--- src/rtl/branch_resolve_unit.sv ---
// ---------------------------------------------------------------------------
// branch_resolve_unit
//
// Resolves a conditional branch in the execute stage and maintains a
// direct-mapped table of 2-bit saturating counters that predicts branches
// for the fetch stage.
//
// Ports
//   clk              clock, all state updates on the rising edge
//   rst_n            asynchronous active-low reset
//   pred_pc          fetch-stage PC to predict
//   pred_taken       prediction for pred_pc (bit 1 of its counter)
//   res_valid        a branch is being resolved this cycle
//   res_flush        the resolving branch is squashed
//   res_pc           PC of the resolving branch
//   res_funct3       branch condition code
//   res_pred_taken   prediction that was made for this branch at fetch
//   rdata1, rdata2   register-file operands
//   mem_fwd, wb_fwd  MEM / WB forwarding values
//   fwd_a, fwd_b     operand source selects (bit 1 = MEM, bit 0 = WB)
//   res_taken        branch outcome
//   res_mispredict   outcome differs from prediction
//   res_illegal      res_funct3 is not a branch code
//
// Optional feature: define BRANCH_STATS_EN to add two 32-bit counters,
// stat_branches and stat_mispredicts, that count table updates and the
// mispredicted subset of them.
// ---------------------------------------------------------------------------
module branch_resolve_unit #(
    parameter int XLEN      = 32,
    parameter int BHT_DEPTH = 64
) (
    input  logic            clk,
    input  logic            rst_n,
    input  logic [XLEN-1:0] pred_pc,
    output logic            pred_taken,
    input  logic            res_valid,
    input  logic            res_flush,
    input  logic [XLEN-1:0] res_pc,
    input  logic [2:0]      res_funct3,
    input  logic            res_pred_taken,
    input  logic [XLEN-1:0] rdata1,
    input  logic [XLEN-1:0] rdata2,
    input  logic [XLEN-1:0] mem_fwd,
    input  logic [XLEN-1:0] wb_fwd,
    input  logic [1:0]      fwd_a,
    input  logic [1:0]      fwd_b,
    output logic            res_taken,
    output logic            res_mispredict,
    output logic            res_illegal
`ifdef BRANCH_STATS_EN
    ,
    output logic [31:0]     stat_branches,
    output logic [31:0]     stat_mispredicts
`endif
);

    localparam int IDXW = $clog2(BHT_DEPTH);

    // Counter encoding: 00 strong NT, 01 weak NT, 10 weak T, 11 strong T.
    localparam logic [1:0] CNT_RESET = 2'b01;
    localparam logic [1:0] CNT_MAX   = 2'b11;
    localparam logic [1:0] CNT_MIN   = 2'b00;

    logic [1:0]      bht [BHT_DEPTH];
    logic [IDXW-1:0] pred_idx;
    logic [IDXW-1:0] res_idx;
    logic [XLEN-1:0] op_a;
    logic [XLEN-1:0] op_b;
    logic            cond_true;
    logic            illegal_code;
    logic            res_active;
    logic            update_en;

    // Word-aligned PCs: bits [1:0] never vary, so the index starts at bit 2.
    // Upper PC bits are deliberately ignored (aliasing, no tag).
    assign pred_idx = pred_pc[IDXW+1:2];
    assign res_idx  = res_pc[IDXW+1:2];

    // Bits of the PCs that do not take part in indexing.
    logic unused_pc_bits;
    assign unused_pc_bits = ^{pred_pc[XLEN-1:IDXW+2], pred_pc[1:0],
                              res_pc[XLEN-1:IDXW+2],  res_pc[1:0]};

    // Forwarding muxes: MEM is the younger producer, so it wins over WB.
    always_comb begin
        // NOTE: every output of a combinational block gets a default first,
        // so no path through the if/case can leave it unassigned (no latch).
        op_a = rdata1;
        op_b = rdata2;
        if (fwd_a[1])      op_a = mem_fwd;
        else if (fwd_a[0]) op_a = wb_fwd;
        if (fwd_b[1])      op_b = mem_fwd;
        else if (fwd_b[0]) op_b = wb_fwd;
    end

    // Branch condition evaluation.
    always_comb begin
        cond_true    = 1'b0;
        illegal_code = 1'b0;
        case (res_funct3)
            3'b000:  cond_true = (op_a == op_b);
            3'b001:  cond_true = (op_a != op_b);
            3'b100:  cond_true = ($signed(op_a) <  $signed(op_b));
            3'b101:  cond_true = ($signed(op_a) >= $signed(op_b));
            3'b110:  cond_true = (op_a <  op_b);
            3'b111:  cond_true = (op_a >= op_b);
            default: illegal_code = 1'b1;  // 010, 011
        endcase
    end

    assign res_active = res_valid & ~res_flush;

    // Outputs are quiet unless a live (non-flushed) branch is resolving;
    // an illegal code reports itself but never claims taken or mispredict.
    always_comb begin
        res_taken      = 1'b0;
        res_mispredict = 1'b0;
        res_illegal    = 1'b0;
        if (res_active) begin
            if (illegal_code) begin
                res_illegal = 1'b1;
            end else begin
                res_taken      = cond_true;
                res_mispredict = cond_true ^ res_pred_taken;
            end
        end
    end

    assign update_en = res_active & ~illegal_code;

    // Read is combinational from the current table contents, so a
    // same-cycle update to the same index is only seen after the edge.
    assign pred_taken = bht[pred_idx][1];

    // NOTE: the table is reset as a whole (not just the read path) because
    // every entry must read weakly-not-taken right after reset; this forces
    // flops rather than a RAM macro, which is acceptable at this depth.
    always_ff @(posedge clk or negedge rst_n) begin
        if (!rst_n) begin
            for (int i = 0; i < BHT_DEPTH; i++) begin
                // NOTE: state is written with non-blocking assignments so
                // every flop samples pre-edge values, independent of order.
                bht[i] <= CNT_RESET;
            end
        end else if (update_en) begin
            if (cond_true) begin
                if (bht[res_idx] != CNT_MAX) bht[res_idx] <= bht[res_idx] + 2'd1;
            end else begin
                if (bht[res_idx] != CNT_MIN) bht[res_idx] <= bht[res_idx] - 2'd1;
            end
        end
    end

`ifdef BRANCH_STATS_EN
    // Statistics count exactly the resolves that train the table; they wrap
    // naturally at 2^32.
    always_ff @(posedge clk or negedge rst_n) begin
        if (!rst_n) begin
            stat_branches    <= '0;
            stat_mispredicts <= '0;
        end else if (update_en) begin
            stat_branches <= stat_branches + 32'd1;
            if (res_mispredict) stat_mispredicts <= stat_mispredicts + 32'd1;
        end
    end
`endif

endmodule
--- config.mk ---
export PLATFORM = sky130hd
export DESIGN_NAME = branch_resolve_unit
export DESIGN_NICKNAME = d
export VERILOG_FILES = /design/src/rtl/branch_resolve_unit.sv
export SDC_FILE = /design/constraint.sdc
export NUM_CORES = 1
export LEC_CHECK = 0
export BUFFER_PORTS_ARGS = -buffer_cell sky130_fd_sc_hd__buf_2
export CORE_UTILIZATION = 50
export CTS_BUF_LIST = sky130_fd_sc_hd__clkbuf_16
export DETAILED_ROUTE_END_ITERATION = 16
export MAX_ROUTING_LAYER = met4
export PLACE_DENSITY_LB_ADDON = 0.12
export SLEW_MARGIN = 20
export SYNTH_ARGS = -nofsm -noshare
export SYNTH_HDL_FRONTEND = slang
export SYNTH_SLANG_ARGS = --single-unit
--- constraint.sdc ---
create_clock -name clk -period 9.8 [get_ports clk]
set_clock_uncertainty 0.15 [all_clocks]
set_input_delay 0.98 -clock clk [delete_from_list [all_inputs] [get_ports clk]]
set_output_delay 0.98 -clock clk [all_outputs]
set_load 0.02 [all_outputs]
==> impl_metrics.json <==
{
  "outcome": "completed",
  "gpl.final_weighted_congestion": 0.865,
  "top_cells_by_area_in_the_synthesized_netlist": "sky130_fd_sc_hd__dfstp_2 17%, sky130_fd_sc_hd__dfrtp_1 16%, sky130_fd_sc_hd__mux2i_1 9.4%, sky130_fd_sc_hd__a21oi_1 5.8%, sky130_fd_sc_hd__o32a_1 5.7%",
  "rsz_0062_raised_after_global_routing": "false",
  "layout-area-overhead-vs-synth_pct": 14.5,
  "final_net_count": 1398,
  "tritoncts.num_buffers": 17,
  "detail_route.iter0.violations": 726,
  "synth_seq_cells": 128,
  "floorplan.initialDensity": 0.513,
  "number_of_non_filler_instances_in_the_completed_layout": 1439,
  "synthMostInstantiatedCell": "sky130_fd_sc_hd__a21oi_1",
  "design_power_total_mw": 1.71,
  "route.detailed.vias_per_inst": 6.45,
  "port-buffer-count": 155,
  "groute.usage.overall": 0.310,
  "setup.worst_path.class": "input pin to output port",
  "clock_sinks": 128,
  "clk_transition_reported_paths_ns": 0.06,
  "cts.hold.buffers_added": 0,
  "fp.dieArea_sq_um": 20700,
  "slew-limit-headroom": 0.238,
  "clk_latency_ns": 0.43,
  "synth-async-reset-ratio": 1.00,
  "worstPathArrival_ns": 4.96,
  "cp_delay_by_family_top": "simple AND/OR/NAND/NOR gates",
  "hold_path.class": "flip-flop to flip-flop",
  "dieHeight_um": 144,
  "final-hold-violation-count": 0,
  "max-clock-path-buffers": 2,
  "crit_buf_inv": 3,
  "cts-resized-gates": 0,
  "syn-num-nets": 1311,
  "drive_gt1_frac": 0.281,
  "fraction_of_post_synthesis_cell_area_in_the_top_cell_type_by_area": 0.167,
  "postRouteWirelength_um": 30400,
  "hold_ws_ns": 0.377,
  "static-leakage-power_nw": 4.84,
  "placed_cells": 1405,
  "placement.setup.worst_slack_ns": 3.71,
  "antenna_left": 0,
  "power-per-cell-area_nw_per_um2": 149,
  "final_worst_setup_slack_ns": 3.71,
  "crit_path_end_kind": "output port",
  "critical_path.startpoint_type": "input pin",
  "ys.flop_type": "sky130_fd_sc_hd__dfstp_2",
  "grt_pass1_wl_um": 47600,
  "final-setup-viol-count": 0,
  "path_cells": "buf_2 -> mux2i_1 -> nor2_1 -> a21oi_1 -> ha_1 -> nand4_2 -> or4_1 -> nor3_1 -> o31a_1 -> nor3_4 -> buf_4 -> xnor2_1 -> nor2_1 -> buf_2",
  "critical_path.slowest_cell": "sky130_fd_sc_hd__buf_2",
  "final_total_negative_setup_slack_ns": 0,
  "grt_remaining_overflow": 0,
  "design.portCount": 208,
  "delay_of_the_slowest_cell_on_the_worst_path_ns": 0.72,
  "detail_route.wl_per_cell_um": 21.1,
  "tritoncts_clock_tree": "built",
  "detailroute.via_count": 9282,
  "ys_warnings": 0,
  "floorplan_core_area_sq_um": 19600,
  "synth_area_sq_um": 10000,
  "utilization": 0.587,
  "first_pass_iters": 5,
  "number_of_antenna_violations_at_the_first_check_in_global_routing": 1,
  "count_of_distinct_cell_types_in_the_synthesized_netlist": 63,
  "report.final.slew_viol_count": 0,
  "max_slew.worst_pin.slew_ns": 1.13,
  "die_width_um": 144,
  "placementRows": 51,
  "cts_root_buffer": "sky130_fd_sc_hd__clkbuf_16",
  "synth_top_cell_by_area": "sky130_fd_sc_hd__dfstp_2",
  "synth_commonest_cells": "116 x sky130_fd_sc_hd__a21oi_1, 95 x sky130_fd_sc_hd__nand2_1, 94 x sky130_fd_sc_hd__mux2i_1, 77 x sky130_fd_sc_hd__nor2_1",
  "cp.required_ns": 8.67,
  "synth_enable_flop_cells": 0,
  "fmax_mhz": 164,
  "grt_pass1_vias": 8774,
  "ctsHtreeMaxLevel": 4,
  "worst-path-max-fanout": 32,
  "vdd_drop_max_mv": 0.123,
  "postSynthCellCount": 1073,
  "post-cts-setup-buffers": 0,
  "finalCriticalPeriod_ns": 6.09,
  "design_area_sq_um": 11500,
  "synth_sequential_area_ratio": 0.327,
  "final_cycle_utilization_of_the_critical_path": 0.622,
  "count_of_max_cap_constraint_violations": 0,
  "syn_area_per_cell_sq_um": 9.36,
  "postPlaceCellArea_sq_um": 10800,
  "grt_start_max_net_pins": 83,
  "post-dp-hpwl_um": 20400,
  "remaining_drc_errors": 0
}
[placed cells by master, fill, tap and decap left out, drive strengths merged, types with 4 or more instances in the layout]
cell type | Yosys | layout
a21oi | 117 | 117
a221oi | 6 | 6
a22o | 4 | 4
a22oi | 24 | 24
a2bb2oi | 8 | 8
a311oi | 5 | 5
a31oi | 4 | 4
and2 | 4 | 4
and4 | 6 | 6
buf | 39 | 166
bufinv | 0 | 5
clkbuf | 59 | 17
clkinv | 0 | 7
dfrtp | 64 | 64
dfstp | 64 | 64
ha | 34 | 34
inv | 8 | 9
mux2 | 64 | 64
mux2i | 94 | 94
mux4 | 21 | 21
nand2 | 95 | 95
nand2b | 6 | 6
nand3 | 23 | 23
nand3b | 5 | 5
nand4 | 20 | 20
nor2 | 77 | 77
nor3 | 9 | 9
nor4 | 9 | 9
o211ai | 4 | 4
o21ai | 71 | 71
o22a | 4 | 4
o22ai | 28 | 28
o31ai | 8 | 8
o32a | 57 | 57
[worst paths after layout]
kind | startpoint | end | slack (ns) | depth (start not counted)
max | fwd_b[0] | res_mispredict | 3.71 | 14
min | bht[109] | bht[109] | 0.38 | 1
max reg2reg | flip-flop | bht[3] | 5.92 | 10
min reg2reg | bht[109] | bht[109] | 0.38 | 1
max in group asynchronous | rst_n | bht[71] | 7.92 | 2
min in group asynchronous | rst_n | bht[31] | 0.42 | 1
[layer usage]
metal	routed length, um	vias to the layer above	track usage
li1	-	4316	-
met1	13000	4481	0.401
met5	0	-	-
met3	2620	53	0.0586
met2	14200	432	0.493
met4	577	0	0.0952
[logic make-up after synthesis]
kind of cell | share of synthesized area
simple gates | 0.128
compound gates | 0.244
mux | 0.212
xor+xnor | 0.000872
flops | 0.327
buf+inv | 0.0459
fa+ha+maj | 0.0423
[worst register-to-register path, delay by kind of cell, from the launching register on]
| kind | cells | cell delay, ns |
|---|---|---|
| adder cells (fa/ha/maj) | 1 | 0.50 |
| flip-flops | 1 | 0.53 |
| AND/OR/NAND/NOR | 4 | 1.24 |
| multiplexers | 1 | 0.78 |
| AO/OA/AOI/OAI | 4 | 0.52 |
[power breakdown]
group          switching [mW]  total, mW  internal [mW]
Combinational           0.236      0.391          0.155
Sequential             0.0321      0.623          0.591
Clock                   0.251      0.700          0.449
[final cells by class]
cell class | count | area [sq um]
antenna | 1 | 2.50
clock buffer | 17 | 425
clock inverter | 15 | 216
fill | 1767 | 8080
inverter | 8 | 30.0
multi-input combinational | 839 | 6350
sequential | 128 | 3280
tap | 265 | 332
timing repair buffer | 166 | 872
Power figures use the tool's default switching activity.
